$ cat src/rtl/csi2_pkg.sv
// Shared types and helpers for the CSI-2 packet to AXI4-Stream converter.
// Header layout, tuser layout, FSM states and the tkeep mask generator.
package csi2_pkg;

  localparam logic [5:0]  DT_LONG_MIN = 6'h10;
  localparam int unsigned HDR_DT_LSB  = 0;
  localparam int unsigned HDR_VC_LSB  = 6;
  localparam int unsigned HDR_WC_LSB  = 8;
  localparam int unsigned HDR_BYTES   = 4;
  localparam int unsigned MAX_BYTES   = 8;

  typedef struct packed {
    logic       sop;
    logic       err;
    logic       short_pkt;
    logic [5:0] dt;
    logic [1:0] vc;
  } csi2_tuser_t;

  typedef enum logic [1:0] {
    ST_IDLE     = 2'd0,
    ST_PAYLOAD  = 2'd1,
    ST_DROP     = 2'd2,
    ST_DISABLED = 2'd3
  } csi2_state_e;

  // rem counts payload plus the two trailing CRC bytes; CRC never gets a keep bit.
  function automatic logic [MAX_BYTES-1:0] csi2_keep_mask(input logic [16:0] rem,
                                                          input int unsigned data_bytes,
                                                          input int unsigned offset);
    logic [MAX_BYTES-1:0] mask;
    logic [31:0]          rem32;
    logic [31:0]          avail;
    logic [31:0]          n;
    mask  = '0;
    rem32 = {15'd0, rem};
    avail = data_bytes - offset;
    n     = '0;
    if (rem32 > 32'd2) begin
      n = ((rem32 - 32'd2) > avail) ? avail : (rem32 - 32'd2);
    end
    for (int unsigned i = 0; i < MAX_BYTES; i++) begin
      if ((i >= offset) && (i < offset + n)) begin
        mask[i] = 1'b1;
      end
    end
    return mask;
  endfunction

endpackage

$ cat src/rtl/axi4_stream_if.sv
// AXI4-Stream bundle; the converter has no backpressure so tready is not carried.
interface axi4_stream_if #(
  parameter int unsigned DATA_BYTES = 4,
  parameter int unsigned USER_W     = 11
);
  logic                    tvalid;
  logic [8*DATA_BYTES-1:0] tdata;
  logic [DATA_BYTES-1:0]   tkeep;
  logic                    tlast;
  logic [USER_W-1:0]       tuser;

  modport master (output tvalid, tdata, tkeep, tlast, tuser);
  modport slave  (input  tvalid, tdata, tkeep, tlast, tuser);
endinterface

$ cat src/rtl/csi2_sat_cnt.sv
// Saturating event counter: sticks at all-ones instead of wrapping.
module csi2_sat_cnt #(
  parameter int unsigned WIDTH = 16
) (
  input  logic             clk_i,
  input  logic             srst_i,
  input  logic             inc,
  input  logic             clear,
  output logic [WIDTH-1:0] cnt
);

  always_ff @(posedge clk_i or posedge srst_i) begin
    if (srst_i) begin
      cnt <= '0;
    end else if (clear) begin
      cnt <= '0;
    end else if (inc && (cnt != '1)) begin
      cnt <= cnt + WIDTH'(1);
    end
  end

endmodule

$ cat src/rtl/csi2_to_axi4_stream_gen2.sv
// CSI-2 packet to AXI4-Stream converter: strips headers onto tuser, trims CRC via
// tkeep, filters virtual channels, terminates on errors and requests PHY resync.
module csi2_to_axi4_stream_gen2
  import csi2_pkg::*;
#(
  parameter int unsigned DATA_BYTES = 4,
  parameter logic [3:0]  VC_MASK    = 4'b1111,
  parameter int unsigned CNT_W      = 16
) (
  input  logic                    clk_i,
  input  logic                    srst_i,
  input  logic                    enable_i,
  input  logic [8*DATA_BYTES-1:0] data_i,
  input  logic                    valid_i,
  input  logic                    error_i,
  output logic                    phy_rst_o,
  axi4_stream_if.master           pkt_o,
  output logic [CNT_W-1:0]        pkt_cnt_o,
  output logic [CNT_W-1:0]        err_cnt_o
);

  localparam int unsigned HDR_OFF = (DATA_BYTES == 8) ? HDR_BYTES : 0;

  csi2_state_e state_q, state_d;
  logic [16:0] rem_q, rem_d;
  logic        valid_d1;
  logic        sop_q, sop_d;
  logic [1:0]  vc_q, vc_d;
  logic [5:0]  dt_q, dt_d;

  logic                    beat_valid;
  logic                    beat_last;
  logic [8*DATA_BYTES-1:0] beat_data;
  logic [DATA_BYTES-1:0]   beat_keep;
  csi2_tuser_t             beat_user;
  logic                    pkt_inc;
  logic                    err_inc;

  logic [5:0]  hdr_dt;
  logic [1:0]  hdr_vc;
  logic [15:0] hdr_wc;
  logic [16:0] hdr_rem;
  logic        hdr_short;
  logic        hdr_vc_ok;
  logic        hdr_acc;

  assign hdr_dt    = data_i[HDR_DT_LSB +: 6];
  assign hdr_vc    = data_i[HDR_VC_LSB +: 2];
  assign hdr_wc    = data_i[HDR_WC_LSB +: 16];
  assign hdr_rem   = {1'b0, hdr_wc} + 17'd2;
  assign hdr_short = (hdr_dt < DT_LONG_MIN);
  assign hdr_vc_ok = VC_MASK[hdr_vc];
  assign hdr_acc   = (state_q == ST_IDLE) && valid_i && !valid_d1 && !error_i;

  logic                    in_hdr;
  int unsigned             w_off;
  logic [16:0]             w_rem;
  logic [16:0]             w_avail;
  logic [16:0]             w_rem_next;
  logic [DATA_BYTES-1:0]   w_mask;
  logic [8*DATA_BYTES-1:0] w_data;
  logic                    w_first;
  logic                    w_last;
  logic                    w_tlast;
  logic                    w_emit;

  // One word-accounting path serves payload words and, at 8 bytes, the upper half of the header word.
  always_comb begin
    in_hdr     = (state_q == ST_IDLE);
    w_rem      = in_hdr ? hdr_rem : rem_q;
    w_off      = in_hdr ? HDR_OFF : 0;
    w_avail    = 17'(DATA_BYTES - w_off);
    w_first    = in_hdr | sop_q;
    w_mask     = DATA_BYTES'(csi2_keep_mask(w_rem, DATA_BYTES, w_off));
    w_last     = (w_rem <= w_avail);
    // A zero-length packet still needs a lone tlast beat, recognised by rem<=2 before any beat.
    w_tlast    = (w_rem <= w_avail + 17'd2) && ((|w_mask) || ((w_rem <= 17'd2) && w_first));
    w_emit     = (|w_mask) || w_tlast;
    w_rem_next = w_last ? '0 : (w_rem - w_avail);
    w_data     = '0;
    for (int unsigned i = 0; i < DATA_BYTES; i++) begin
      w_data[8*i +: 8] = w_mask[i] ? data_i[8*i +: 8] : 8'h00;
    end
  end

  always_comb begin
    state_d    = state_q;
    rem_d      = rem_q;
    sop_d      = sop_q;
    vc_d       = vc_q;
    dt_d       = dt_q;
    beat_valid = 1'b0;
    beat_last  = 1'b0;
    beat_data  = '0;
    beat_keep  = '0;
    beat_user  = '0;
    pkt_inc    = 1'b0;
    err_inc    = 1'b0;
    phy_rst_o  = 1'b0;
    case (state_q)
      ST_IDLE: begin
        if (hdr_acc) begin
          vc_d = hdr_vc;
          dt_d = hdr_dt;
          if (hdr_short) begin
            phy_rst_o = 1'b1;
            if (hdr_vc_ok) begin
              beat_valid      = 1'b1;
              beat_last       = 1'b1;
              beat_data[15:0] = hdr_wc;
              beat_keep[1:0]  = 2'b11;
              beat_user       = '{sop: 1'b1, err: 1'b0, short_pkt: 1'b1, dt: hdr_dt, vc: hdr_vc};
              pkt_inc         = 1'b1;
            end
          end else begin
            rem_d   = hdr_rem;
            sop_d   = 1'b1;
            state_d = hdr_vc_ok ? ST_PAYLOAD : ST_DROP;
            if (DATA_BYTES == 8) begin
              rem_d = w_rem_next;
              if (hdr_vc_ok && w_emit) begin
                beat_valid = 1'b1;
                beat_last  = w_tlast;
                beat_data  = w_data;
                beat_keep  = w_mask;
                beat_user  = '{sop: 1'b1, err: 1'b0, short_pkt: 1'b0, dt: hdr_dt, vc: hdr_vc};
                sop_d      = 1'b0;
              end
              if (w_last) begin
                phy_rst_o = 1'b1;
                pkt_inc   = hdr_vc_ok;
                state_d   = enable_i ? ST_IDLE : ST_DISABLED;
              end
            end
          end
        end else begin
          if (valid_i && error_i) begin
            phy_rst_o = 1'b1;
            err_inc   = 1'b1;
          end
          if (!enable_i) begin
            state_d = ST_DISABLED;
          end
        end
      end
      ST_PAYLOAD, ST_DROP: begin
        if (valid_i) begin
          if (error_i) begin
            phy_rst_o = 1'b1;
            err_inc   = 1'b1;
            rem_d     = '0;
            state_d   = ST_IDLE;
            if (state_q == ST_PAYLOAD) begin
              beat_valid = 1'b1;
              beat_last  = 1'b1;
              beat_user  = '{sop: sop_q, err: 1'b1, short_pkt: 1'b0, dt: dt_q, vc: vc_q};
            end
          end else begin
            rem_d = w_rem_next;
            if ((state_q == ST_PAYLOAD) && w_emit) begin
              beat_valid = 1'b1;
              beat_last  = w_tlast;
              beat_data  = w_data;
              beat_keep  = w_mask;
              beat_user  = '{sop: sop_q, err: 1'b0, short_pkt: 1'b0, dt: dt_q, vc: vc_q};
              sop_d      = 1'b0;
            end
            if (w_last) begin
              phy_rst_o = 1'b1;
              pkt_inc   = (state_q == ST_PAYLOAD);
              state_d   = enable_i ? ST_IDLE : ST_DISABLED;
            end
          end
        end
      end
      ST_DISABLED: begin
        phy_rst_o = 1'b1;
        if (enable_i) begin
          state_d = ST_IDLE;
        end
      end
      default: state_d = ST_IDLE;
    endcase
  end

  always_ff @(posedge clk_i or posedge srst_i) begin
    if (srst_i) begin
      state_q      <= ST_IDLE;
      rem_q        <= '0;
      valid_d1     <= 1'b0;
      sop_q        <= 1'b0;
      vc_q         <= '0;
      dt_q         <= '0;
      pkt_o.tvalid <= 1'b0;
      pkt_o.tdata  <= '0;
      pkt_o.tkeep  <= '0;
      pkt_o.tlast  <= 1'b0;
      pkt_o.tuser  <= '0;
    end else begin
      state_q      <= state_d;
      rem_q        <= rem_d;
      valid_d1     <= valid_i;
      sop_q        <= sop_d;
      vc_q         <= vc_d;
      dt_q         <= dt_d;
      pkt_o.tvalid <= beat_valid;
      pkt_o.tdata  <= beat_data;
      pkt_o.tkeep  <= beat_keep;
      pkt_o.tlast  <= beat_last;
      pkt_o.tuser  <= beat_user;
    end
  end

  csi2_sat_cnt #(.WIDTH(CNT_W)) u_pkt_cnt (
    .clk_i  (clk_i),
    .srst_i (srst_i),
    .inc    (pkt_inc),
    .clear  (1'b0),
    .cnt    (pkt_cnt_o)
  );

  csi2_sat_cnt #(.WIDTH(CNT_W)) u_err_cnt (
    .clk_i  (clk_i),
    .srst_i (srst_i),
    .inc    (err_inc),
    .clear  (1'b0),
    .cnt    (err_cnt_o)
  );

endmodule
$ cat src/flat_wrapper.sv
// flat-port wrapper written by rule: the top's interface ports become plain ports
module csi2_to_axi4_stream_gen2_flat import csi2_pkg::*;
#(
  parameter int unsigned DATA_BYTES = 4,
  parameter logic [3:0]  VC_MASK    = 4'b1111,
  parameter int unsigned CNT_W      = 16
)
  (clk_i, srst_i, enable_i, data_i, valid_i, error_i, phy_rst_o, pkt_cnt_o, err_cnt_o, pkt_o_tvalid, pkt_o_tdata, pkt_o_tkeep, pkt_o_tlast, pkt_o_tuser);
  axi4_stream_if #(.DATA_BYTES(DATA_BYTES)) pkt_o_i ();
  input  logic clk_i;
  input  logic srst_i;
  input  logic enable_i;
  input  logic [8*DATA_BYTES-1:0] data_i;
  input  logic valid_i;
  input  logic error_i;
  output logic phy_rst_o;
  output logic [CNT_W-1:0] pkt_cnt_o;
  output logic [CNT_W-1:0] err_cnt_o;
  output wire logic [$bits(pkt_o_i.tvalid)-1:0] pkt_o_tvalid;
  output wire logic [$bits(pkt_o_i.tdata)-1:0] pkt_o_tdata;
  output wire logic [$bits(pkt_o_i.tkeep)-1:0] pkt_o_tkeep;
  output wire logic [$bits(pkt_o_i.tlast)-1:0] pkt_o_tlast;
  output wire logic [$bits(pkt_o_i.tuser)-1:0] pkt_o_tuser;
  assign pkt_o_tvalid = pkt_o_i.tvalid;
  assign pkt_o_tdata = pkt_o_i.tdata;
  assign pkt_o_tkeep = pkt_o_i.tkeep;
  assign pkt_o_tlast = pkt_o_i.tlast;
  assign pkt_o_tuser = pkt_o_i.tuser;
  csi2_to_axi4_stream_gen2 #(.DATA_BYTES(DATA_BYTES), .VC_MASK(VC_MASK), .CNT_W(CNT_W)) u_core (.clk_i(clk_i), .srst_i(srst_i), .enable_i(enable_i), .data_i(data_i), .valid_i(valid_i), .error_i(error_i), .phy_rst_o(phy_rst_o), .pkt_o(pkt_o_i), .pkt_cnt_o(pkt_cnt_o), .err_cnt_o(err_cnt_o));
endmodule
$ cat config.mk
export PLATFORM = sky130hd
export DESIGN_NAME = csi2_to_axi4_stream_gen2_flat
export DESIGN_NICKNAME = d
export VERILOG_FILES = /design/src/rtl/csi2_pkg.sv /design/src/rtl/axi4_stream_if.sv /design/src/rtl/csi2_sat_cnt.sv /design/src/rtl/csi2_to_axi4_stream_gen2.sv /design/src/flat_wrapper.sv
export SDC_FILE = /design/constraint.sdc
export NUM_CORES = 1
export LEC_CHECK = 0
export BUFFER_PORTS_ARGS = -buffer_cell sky130_fd_sc_hd__buf_4
export CAP_MARGIN = 20
export CORE_MARGIN = 8
export CORE_UTILIZATION = 35
export DETAILED_ROUTE_END_ITERATION = 7
export SLEW_MARGIN = 30
export SYNTH_ARGS = -nofsm -noshare
export SYNTH_HDL_FRONTEND = slang
export SYNTH_SLANG_ARGS = --single-unit
$ cat constraint.sdc
create_clock -name clk_i -period 4.6 [get_ports clk_i]
set_clock_uncertainty 0.1 [all_clocks]
set_input_delay 0.23 -clock clk_i [delete_from_list [all_inputs] [get_ports clk_i]]
set_output_delay 0.23 -clock clk_i [all_outputs]
set_load 0.01 [all_outputs]
==> metrics.cfg, run 1 <==
[outcome]
status = finished, final reports clean

[synth]
synthesis.area_um2 = 6440
yosysSeqAreaShare_pct = 42.7
ys.warnings.count = 0
synth_top_area_share_pct = 42.7
synth_edf_count = 0
postSynthCellCount = 664
ys_types = 74
ys_ff_latch = 110
synth-main-ff-cell = dfrtp_1
synth.avg_cell_area_um2 = 9.70
ys_top_cells_by_area = dfrtp_1 (43%), xnor2_1 (4.5%), nand2_1 (3.7%)
yosys.area.top_type = dfrtp_1
async_reset_ff_share_pct = 100
syn_nets = 715

[timing]
setup_tns_ns = 0
tightestPinTransition_ns = 0.812
fin_crit_ns = 4.13
finalHoldViolCount = 0
rsz0062_at_grt = false
slew_violations = 0
post-route-period-util_pct = 89.7
max_freq_ghz = 0.242
relSlewSlack_pct = 45.4
setup_viol = 0

[job]
maxCapViolations = 0

[layout]
layout.cells.non_filler = 1015
fin_nets = 832
register_area_um2 = 2750
fillers = 1787
final_area_um2 = 7990
layout-drive-gt1-share_pct = 26.7
area_delta_synth_final_pct = 24.0
multi_input_area_um2 = 3380
num_antenna_cells = 0

[pwr]
leakage_nw = 3.61
cellPowerDensity_nw_per_um2 = 544
ir_worst_vdd_mv = 0.282

[setup_path]
crit_start = u_core.state_q[0]
rrSetupSlack_ns = 0.47
critPathLaunchType = register
rr_worst_depth = 13
critical_path_class = reg2reg
worstPathMaxFanout = 31
r2r-end = u_core.pkt_o.tdata[21]
critPathCaptureType = register
cp.arrival_ns = 4.25
r2r-start = u_core.state_q[0]
crit_required_ns = 4.72

[detailed_routing]
drt_wl_total_um = 17800
via_per_inst = 5.38
drt_iter0_drc = 353
drc = 0
drtAntennaViolNets = 0
drt_first_pass_iters = 5
via_count = 5462
wl_per_cell_um = 17.6

[global_route]
grt_max_degree = 82
grt-ovfl-total = 0
grt_pass1_wl_um = 28000
antenna_found_initial = 0
grtUsageTotal_pct = 15.5
grt_pass1_vias = 5314

[placement]
placedCellCount = 987
placed_area_um2 = 7540
place_congestion = 0.890
post-dp-hpwl_um = 13200
numPortBuffers = 118

[min_path]
hold_depth = 3
hold_path.class = in2reg
holdPathEnd = u_core.pkt_o.tuser[5]
hp-start = data_i[3]

[die]
rows = 49
die_h_um = 152
core_um2 = 18000
initial_core_util_pct = 35.7
die_w_um = 152
io_pins = 119
dieArea_um2 = 23000

[clock_tree]
clockRootBuffer = clkbuf_16
cts_sinks = 110
cts_max_path_buffers = 2
cts-buffers-inserted = 9
clk_pin_slew_ns = 0.07
cts_tree = done
cts-htree-levels = 3
worstSkewPairLatency_ns = 0.35
cts_resized = 0

-- worst max-delay path: stages (launching register included) --
cell and delay (ns):
dfrtp_1 0.41, inv_1 0.08, ha_1 0.42, buf_4 0.37, nand2_1 0.13, nand2_1 0.15, ha_1 0.21, xnor2_1 0.09
or4b_2 0.61, nor4_1 0.43, nand2_1 0.12, or3_4 0.37, nor3_4 0.38, nor3b_1 0.12
-- registers in the layout, indices dropped and copies added (netlist names) --
signal,count
u_core.dt_q,6
u_core.pkt_o.tvalid,1
u_core.rem_q,17
u_core.vc_q,2
u_core.u_pkt_cnt.cnt,16
u_core.pkt_o.tlast,1
u_core.pkt_o.tuser,11
u_core.valid_d1,1
u_core.sop_q,1
u_core.state_q,2
u_core.u_err_cnt.cnt,16
u_core.pkt_o.tdata,32
u_core.pkt_o.tkeep,4
-- metal layers --
| layer | vias to the layer above | GRT usage [%] | part of all wire (%) |
|---|---|---|---|
| li1 | 2620 | - | - |
| met1 | 2635 | 20.4 | 45 |
| met2 | 184 | 23.8 | 45 |
| met3 | 23 | 4.46 | 7.8 |
| met4 | 0 | 5.14 | 1.8 |
| met5 | - | 0 | 0 |
-- cells in the final DEF, fill, tap and decap left out, drive strengths merged, types with 5 or more instances in the layout --
cell type and n:
dfrtp 110, a31oi 7, and3 10, o22ai 7, inv 34, and2 13, mux2 11, nor3 27
or2 7, mux2i 6, o221ai 5, a211oi 5, buf 132, or3 6, xnor2 33, dlygate4sd3 12
nor2 47, a32oi 7, nand2 63, o31ai 24, nor4 9, ha 14, o21a 7, nand4 13
a21oi 14, a31o 5, nor3b 11, clkbuf 12, o22a 7, nand3 32, xor2 21, o21ai 22
-- area by class of cell --
| cell class | count | area share [%] |
|---|---|---|
| Clock inverter | 4 | 0.955 |
| Tap cell | 229 | 3.59 |
| Sequential cell | 110 | 34.5 |
| Timing Repair Buffer | 144 | 13.9 |
| Multi-Input combinational cell | 483 | 42.3 |
| Inverter | 33 | 1.61 |
| Clock buffer | 12 | 3.21 |
-- synthesized netlist by cell type (13+ instances only) --
cell,n
nor3_1,24
nand2_1,63
and2_1,13
dfrtp_1,110
xor2_1,21
nand3_1,31
xnor2_1,33
a21oi_1,14
clkbuf_1,18
o31ai_1,16
nor2_1,46
inv_1,33
ha_1,14
-- repair_timing --
item | CTS | global route
hold buffers | 12 | 0
buffers inserted | 0 | 0
hold endpoints to repair | 91 | 0
-- cells by family (layout without fill, tap and decap cells) --
family | Yosys count | after routing | synth area share, %
adders and majority gates | 14 | 14 | 2.72
and+or+nand+nor | 260 | 260 | 22.1
AOI/OAI and AO/OA | 138 | 138 | 17.2
buffers and inverters | 71 | 193 | 5.03
DFF | 110 | 110 | 42.7
muxes | 17 | 17 | 2.85
xor gates and xnor gates | 54 | 54 | 7.34
-- where the power goes --
group | internal (mW) | switching, mW
clock network | 0.510 | 0.359
registers | 1.18 | 0.143
logic | 0.888 | 1.27
total | 2.58 | 1.77
-- stage by stage --
stage / total power [mW] / setup slack, ns / util [%] / hold WS, ns
finish: 4.35 / 0.473 / 44.3 / 0.0150
global route: 4.63 / 0.152 / 44.3 / 0.0199
CTS: 4.38 / 0.519 / 44.3 / 0.00156
detailed placement: 3.48 / 0.507 / 41.8 / 0.290
global placement: 3.47 / 0.586 / 41.8 / 0.287
floorplan: 2.85 / 0.398 / - / 0.161
-- worst max-delay path by stage --
stage	cells after the start	slack, ns	endpoint
finish	13	0.47	u_core.pkt_o.tdata[21]
global route	12	0.15	u_core.pkt_o.tkeep[1]
CTS	13	0.52	u_core.pkt_o.tdata[21]
detailed placement	11	0.51	u_core.pkt_o.tdata[11]
global placement	13	0.59	u_core.pkt_o.tdata[23]
floorplan	15	0.40	u_core.pkt_o.tdata[16]
No activity file was read; power rests on OpenSTA's default activity.
==> inputs of run 2 (changes only) <==
--- a/config.mk
+++ b/config.mk
@@ -5,9 +5,9 @@
 export SDC_FILE = /design/constraint.sdc
 export NUM_CORES = 1
 export LEC_CHECK = 0
+export ABC_AREA = 1
 export BUFFER_PORTS_ARGS = -buffer_cell sky130_fd_sc_hd__buf_4
 export CAP_MARGIN = 20
-export CORE_MARGIN = 8
 export CORE_UTILIZATION = 35
 export DETAILED_ROUTE_END_ITERATION = 7
 export SLEW_MARGIN = 30
==> metrics.cfg, run 2 <==
[job]
maxCapViolations = 0  ; unchanged

[placement]
post-dp-hpwl_um = 13800  ; +4.7%
placedCellCount = 1148  ; +16%
placed_area_um2 = 7540  ; about the same
place_congestion = 0.923  ; +3.7%
detailedPlace.worstSlack_ns = 0.927  ; +0.420 ns
numPortBuffers = 118  ; unchanged

[clock_tree]
cts_tree = done
clockRootBuffer = clkbuf_16
cts_max_path_buffers = 2  ; unchanged
cts-htree-levels = 3  ; unchanged
cts_sinks = 110  ; unchanged
cts_resized = 0  ; unchanged
ctsHoldBuffers = 11  ; -1
worstSkewPairLatency_ns = 0.36  ; about the same
clk_pin_slew_ns = 0.08  ; about the same
cts_setup_buffers = 0  ; unchanged
cts-buffers-inserted = 9  ; unchanged

[synth]
yosys-top-cells-count = nand2_1 (180), dfrtp_1 (110), inv_1 (107)
synth.avg_cell_area_um2 = 7.84  ; -19%
async_reset_ff_share_pct = 100  ; unchanged
ys_types = 47  ; -36%
synth_edf_count = 0  ; unchanged
synth_top_area_share_pct = 43.2  ; +0.49 points
postSynthCellCount = 812  ; +22%
ys_ff_latch = 110  ; unchanged
syn_nets = 864  ; +21%
synth-main-ff-cell = dfrtp_1
synthesis.area_um2 = 6370  ; -1.1%
ys.warnings.count = 0  ; unchanged
yosys.area.top_type = dfrtp_1
yosysSeqAreaShare_pct = 43.2  ; +0.49 points
synth.most_common_cell = nand2_1
ys_top_cells_by_area = dfrtp_1 (43%), nand2_1 (11%), inv_1 (6.3%)

[setup_path]
rrSetupSlack_ns = 0.85  ; +0.38 ns
cp.arrival_ns = 3.86  ; -0.39 ns
critPathCaptureType = register
worstPathMaxFanout = 9  ; -71%
critical_path_class = reg2reg
r2r-start = u_core.state_q[0]
crit_required_ns = 4.71  ; about the same
critPathLaunchType = register
crit_start = u_core.state_q[0]

[pwr]
cellPowerDensity_nw_per_um2 = 534  ; -1.9%
pwr-share-clk_pct = 19.2  ; -0.8 points
p_sw_share_pct = 44.7  ; +4.0 points
ir_worst_vdd_mv = 0.260  ; -7.8%
p_int_mw = 2.35  ; -8.9%
seqPwrFrac_pct = 30.3  ; about the same
leakage_nw = 4.10  ; +13%
power_mw = 4.25  ; -2.3%
power_frac_comb_pct = 50.5  ; +0.8 points
p_sw_mw = 1.90  ; +7.3%

[timing]
rsz0062_at_grt = false
relSlewSlack_pct = 51.4  ; +6.0 points
slew_violations = 0  ; unchanged
max_freq_ghz = 0.267  ; +10%
finalHoldViolCount = 0  ; unchanged
fin_crit_ns = 3.75  ; -0.381 ns
setup_tns_ns = 0  ; unchanged
post-route-period-util_pct = 81.4  ; -8.3 points
hold_ws_ns = 0.0164  ; +0.00138 ns
setup_ws_ns = 0.854  ; +0.381 ns
setup_viol = 0  ; unchanged
tightestPinTransition_ns = 0.729  ; -0.0829 ns

[layout]
final_area_um2 = 7960  ; -0.42%
layout_common_cells = nand2_1 (180), buf_4 (128), dfrtp_1 (110), inv_1 (106), nor2_1 (80)
fin_nets = 997  ; +20%
fin_util_pct = 45.4  ; +1.0 points
largest_register_ffs = 32  ; unchanged
layout-drive-gt1-share_pct = 22.1  ; -4.6 points
top_register = u_core.pkt_o.tdata
area_delta_synth_final_pct = 24.9
reg_top3 = u_core.pkt_o.tdata: 32 flops, u_core.rem_q: 17 flops
num_antenna_cells = 0  ; unchanged
layout.cells.non_filler = 1175  ; +16%
final_common_cell = nand2_1

[die]
io_pins = 119  ; unchanged
rows = 48  ; -2.0%
die_w_um = 137  ; -9.7%
die_h_um = 137  ; -9.7%
core_um2 = 17500  ; -2.7%
initial_core_util_pct = 36.3  ; +0.58 points
dieArea_um2 = 18700  ; -19%

[global_route]
grt_pass1_wl_um = 28300  ; +1.0%
grt_pass1_vias = 5494  ; +3.4%
antenna_found_initial = 0  ; unchanged
grt_max_degree = 59  ; -28%
grtUsageTotal_pct = 19.6  ; +4.2 points
grt-ovfl-total = 0  ; unchanged

[detailed_routing]
drt_first_pass_iters = 5  ; unchanged
drt_iter0_drc = 579  ; +64%
via_count = 5746  ; +5.2%
drc = 0  ; unchanged
drt_wl_total_um = 17700  ; -0.67%
wl_per_cell_um = 15.1  ; -14%
via_per_inst = 4.89  ; -9.1%
drtAntennaViolNets = 0  ; unchanged

[min_path]
hold_path.class = in2reg
hp-start = data_i[4]

[outcome]
status = finished, final reports clean

run 2: final timing paths:
| kind | cells past startpoint | to |
|---|---|---|
| hold reg to reg | 1 | u_core.rem_q[12] |
| min in group asynchronous | 3 | u_core.u_err_cnt.cnt[7] |
| setup / recovery | 19 | u_core.pkt_o.tdata[7] |
| max in group asynchronous | 4 | u_core.u_pkt_cnt.cnt[6] |
| setup reg to reg | 19 | u_core.pkt_o.tdata[7] |
| hold / removal | 3 | u_core.dt_q[4] |
run 2: power groups by stage:
stage               Clock [mW]  Sequential [mW]  Combinational (mW)
floorplan                    0             1.33                1.44
global placement             0             1.30                2.13
detailed placement           0             1.31                2.12
CTS                      0.836             1.29                2.14
global route             0.875             1.31                2.42
finish                   0.815             1.28                2.15
run 2: per-layer routing:
layer	vias up	global-route usage (%)	part of all wire, %	wire length [µm]
li1	2900	-	-	-
met1	2642	27.1	47	8250
met2	181	31.4	46	8080
met3	23	2.81	6.0	1060
met4	0	6.47	1.8	325
met5	-	0	0	0
run 2: final cells by class:
cell class,count,area [µm²]
fillers,1760,9580
multi-input cells,569,3110
flip-flops and latches,110,2750
repair buffers,139,1070
inverters,116,439
well taps,225,282
clock buffers,9,225
clock inverters,7,80.1
run 2: kinds of logic after synthesis:
kind of cell	synth area share, %
buf+inv	8.03
flops	43.2
simple gates	30.2
fa+ha+maj	2.95
xor+xnor	4.40
compound gates	11.2
run 2: critical path, stage by stage (launching register included):
cell,delay (ns)
dfrtp_1,0.38
inv_1,0.07
ha_1,0.25
o21ai_0,0.57
ha_1,0.36
o21ai_0,0.14
inv_1,0.09
nand3_1,0.12
inv_1,0.13
nand2_1,0.08
nor2_1,0.10
nand2_1,0.05
nand2_1,0.06
nand3_1,0.08
nor2_2,0.19
nand3_1,0.11
nand2_2,0.10
nand2_2,0.08
o211ai_2,0.39
o22ai_1,0.14
==> inputs of run 3 (changes only) <==
==> constraint.sdc (replaced) <==
create_clock -name clk_i -period 3.1 [get_ports clk_i]
set_clock_uncertainty 0.1 [all_clocks]
set_input_delay 0.155 -clock clk_i [delete_from_list [all_inputs] [get_ports clk_i]]
set_output_delay 0.155 -clock clk_i [all_outputs]
set_load 0.01 [all_outputs]
==> metrics.cfg, run 3 (synthesis results as in run 2) <==
[setup_path]
rrSetupSlack_ns = -0.09  ; -0.94 ns
cpMostUsedCell = inv_2
worst_path_max_delay_cell = dfrtp_1
r2r-end = u_core.pkt_o.tdata[20]
critPathLaunchType = register
worstPathMaxFanout = 7  ; -2
critPathCaptureType = register
cp.arrival_ns = 3.36  ; -0.50 ns
crit_required_ns = 3.27  ; -1.44 ns
critical_path_class = reg2reg
rr_worst_depth = 19  ; unchanged
worst-path-buf-inv = 5  ; +2
r2r-start = u_core.state_q[1]
path_cells = inv_2 -> ha_4 -> buf_12 -> o21ai_4 -> ha_4 -> inv_2 -> o21ai_4 -> inv_2 -> nand2_1 -> o2111ai_1 -> nor2_1 -> nand4_1 -> nor2_4 -> nand2_1 -> o21a_1 -> o211ai_2 -> buf_4 -> nand3_2 -> a21oi_1
cp_slowest_stage_delay_ns = 0.37  ; -0.20 ns
cp_top_family = compound AO/OA/AOI/OAI gates

[layout]
fin_nets = 1086  ; +8.9%
num_antenna_cells = 0  ; unchanged
top_register = u_core.pkt_o.tdata
largest_register_ffs = 32  ; unchanged
layout_common_cells = buf_4 (202), nand2_1 (174), dfrtp_1 (110), inv_1 (100), nor2_1 (77)
final_common_cell = buf_4
final_area_um2 = 8950  ; +13%
reg_top3 = u_core.pkt_o.tdata: 32 flops, u_core.rem_q: 17 flops
fin_util_pct = 51.1  ; +5.7 points
layout.cells.non_filler = 1264  ; +7.6%
area_delta_synth_final_pct = 40.6
layout-drive-gt1-share_pct = 31.1  ; +9.0 points

[job]
maxCapViolations = 0  ; unchanged

[pwr]
power_frac_comb_pct = 58.1  ; +7.6 points
cellPowerDensity_nw_per_um2 = 828  ; +55%
p_int_mw = 4.21  ; +80%
p_sw_share_pct = 43.2  ; -1.6 points
seqPwrFrac_pct = 25.9  ; -4.4 points
pwr-share-clk_pct = 16.0  ; -3.2 points
p_sw_mw = 3.20  ; +69%
ir_worst_vdd_mv = 0.516  ; +98%
leakage_nw = 4.58  ; +12%

[detailed_routing]
via_per_inst = 4.91  ; +0.32%
via_count = 6201  ; +7.9%
drc = 0  ; unchanged
drt_wl_total_um = 19500  ; +10%
wl_per_cell_um = 15.4  ; +2.3%
drtAntennaViolNets = 0  ; unchanged
drt_first_pass_iters = 5  ; unchanged
drt_iter0_drc = 500  ; -14%

[timing]
fin_crit_ns = 3.19  ; -0.557 ns
post-route-period-util_pct = 103  ; +21 points
tightestPinTransition_ns = 0.698  ; -0.0310 ns
max_freq_ghz = 0.314  ; +17%
rsz0062_at_grt = true
relSlewSlack_pct = 53.0  ; +1.6 points
slew_violations = 0  ; unchanged
setup_ws_ns = -0.0892  ; -0.943 ns
setup_viol = 15  ; +15
finalHoldViolCount = 0  ; unchanged

[placement]
placed_area_um2 = 8170  ; +8.3%
detailedPlace.worstSlack_ns = -0.223  ; -1.15 ns
place_congestion = 0.930  ; +0.80%
numPortBuffers = 118  ; unchanged
post-dp-hpwl_um = 14800  ; +7.4%
placedCellCount = 1216  ; +5.9%

[die]
core_um2 = 17500  ; unchanged
dieArea_um2 = 18700  ; unchanged
die_w_um = 137  ; unchanged
initial_core_util_pct = 36.3  ; unchanged
rows = 48  ; unchanged
die_h_um = 137  ; unchanged
io_pins = 119  ; unchanged

[global_route]
grtUsageTotal_pct = 20.8  ; +1.2 points
grt_pass1_vias = 5798  ; +5.5%
grt_max_degree = 81  ; +37%
grt_pass1_wl_um = 29800  ; +5.3%
grt-ovfl-total = 0  ; unchanged
antenna_found_initial = 0  ; unchanged

[min_path]
holdPathEnd = u_core.pkt_o.tdata[17]
hp-start = data_i[17]
hold_path.class = in2reg
hold_depth = 3  ; unchanged

[clock_tree]
worstSkewPairLatency_ns = 0.36  ; about the same
cts_max_path_buffers = 2  ; unchanged
clk_pin_slew_ns = 0.07  ; about the same
cts_sinks = 110  ; unchanged
cts-buffers-inserted = 9  ; unchanged
clockRootBuffer = clkbuf_16
cts-htree-levels = 3  ; unchanged
cts_tree = done

[outcome]
violations = setup timing
status = finished with violations

==> run 3: cell types whose count changed in the layout (fill, tap and decap cells not counted), sizes merged <==
cell,previous run,this run
clkinvlp,0,1
nand3,74,75
dlygate4sd3,11,18
inv,117,115
buf,128,209
clkbuf,9,10
==> run 3: how the worst max path moves through the flow <==
| stage | startpoint | endpoint | slack (ns) | cells past startpoint |
|---|---|---|---|---|
| 3_5_place_dp | u_core.state_q[1] | u_core.pkt_o.tdata[18] | -0.22 | 14 |
| 2_1_floorplan | u_core.state_q[1] | u_core.pkt_o.tuser[10] | -0.04 | 25 |
| 6_report | u_core.state_q[1] | u_core.pkt_o.tdata[20] | -0.09 | 19 |
| 3_3_place_gp | u_core.state_q[1] | u_core.pkt_o.tdata[18] | -0.06 | 14 |
| 4_1_cts | u_core.state_q[1] | u_core.pkt_o.tdata[18] | -0.005 | 19 |
| 5_1_grt | u_core.state_q[0] | u_core.pkt_o.tdata[16] | -0.27 | 21 |
==> run 3: per-stage QoR <==
step	setup TNS, ns	hold slack [ns]	power [mW]
detailed placement	-3.47	0.210	5.84
finish	-0.644	0.0168	7.41
CTS	-0.00468	0.00704	7.18
floorplan	-0.211	0.0864	4.21
global route	-7.32	0.0182	7.94
global placement	-0.769	0.202	5.83
==> run 3: repair_timing <==
item,4_1_cts,5_1_grt
gates resized for setup,15,24
endpoints found under the hold margin,50,0
buffers inserted,2,11
pin swaps,8,11
endpoints found under the setup margin,47,66
gates cloned,0,1
hold buffers,18,0
==> run 3: per-layer routing <==
| layer | wire length (µm) | up-vias | GRT usage (%) |
|---|---|---|---|
| li1 | - | 3084 | - |
| met1 | 8970 | 2926 | 28.4 |
| met2 | 9100 | 169 | 34.2 |
| met3 | 1100 | 22 | 3.48 |
| met4 | 310 | 0 | 4.82 |
| met5 | 0 | - | 0 |
==> run 3: power groups by stage <==
stage | Sequential, mW | Combinational, mW | Clock (mW)
floorplan | 1.97 | 2.24 | 0
global placement | 1.93 | 3.89 | 0
detailed placement | 1.94 | 3.90 | 0
CTS | 1.91 | 4.05 | 1.22
global route | 1.95 | 4.71 | 1.28
finish | 1.92 | 4.31 | 1.19
==> run 3: final cells by class <==
| class | count | area (µm²) |
|---|---|---|
| fillers | 1691 | 8580 |
| multi-input cells | 570 | 3350 |
| flip-flops and latches | 110 | 2750 |
| repair buffers | 227 | 1830 |
| inverters | 116 | 445 |
| well taps | 225 | 282 |
| clock buffers | 10 | 229 |
| clock inverters | 6 | 68.8 |
==> run 3: worst reg2reg max path: stages, from the launching register on <==
cell and delay (ns):
dfrtp_1 0.37, inv_2 0.06, ha_4 0.19, buf_12 0.14, o21ai_4 0.29, ha_4 0.20
inv_2 0.04, o21ai_4 0.12, inv_2 0.07, nand2_1 0.08, o2111ai_1 0.11, nor2_1 0.12
nand4_1 0.15, nor2_4 0.20, nand2_1 0.12, o21a_1 0.21, o211ai_2 0.08, buf_4 0.17
nand3_2 0.14, a21oi_1 0.16
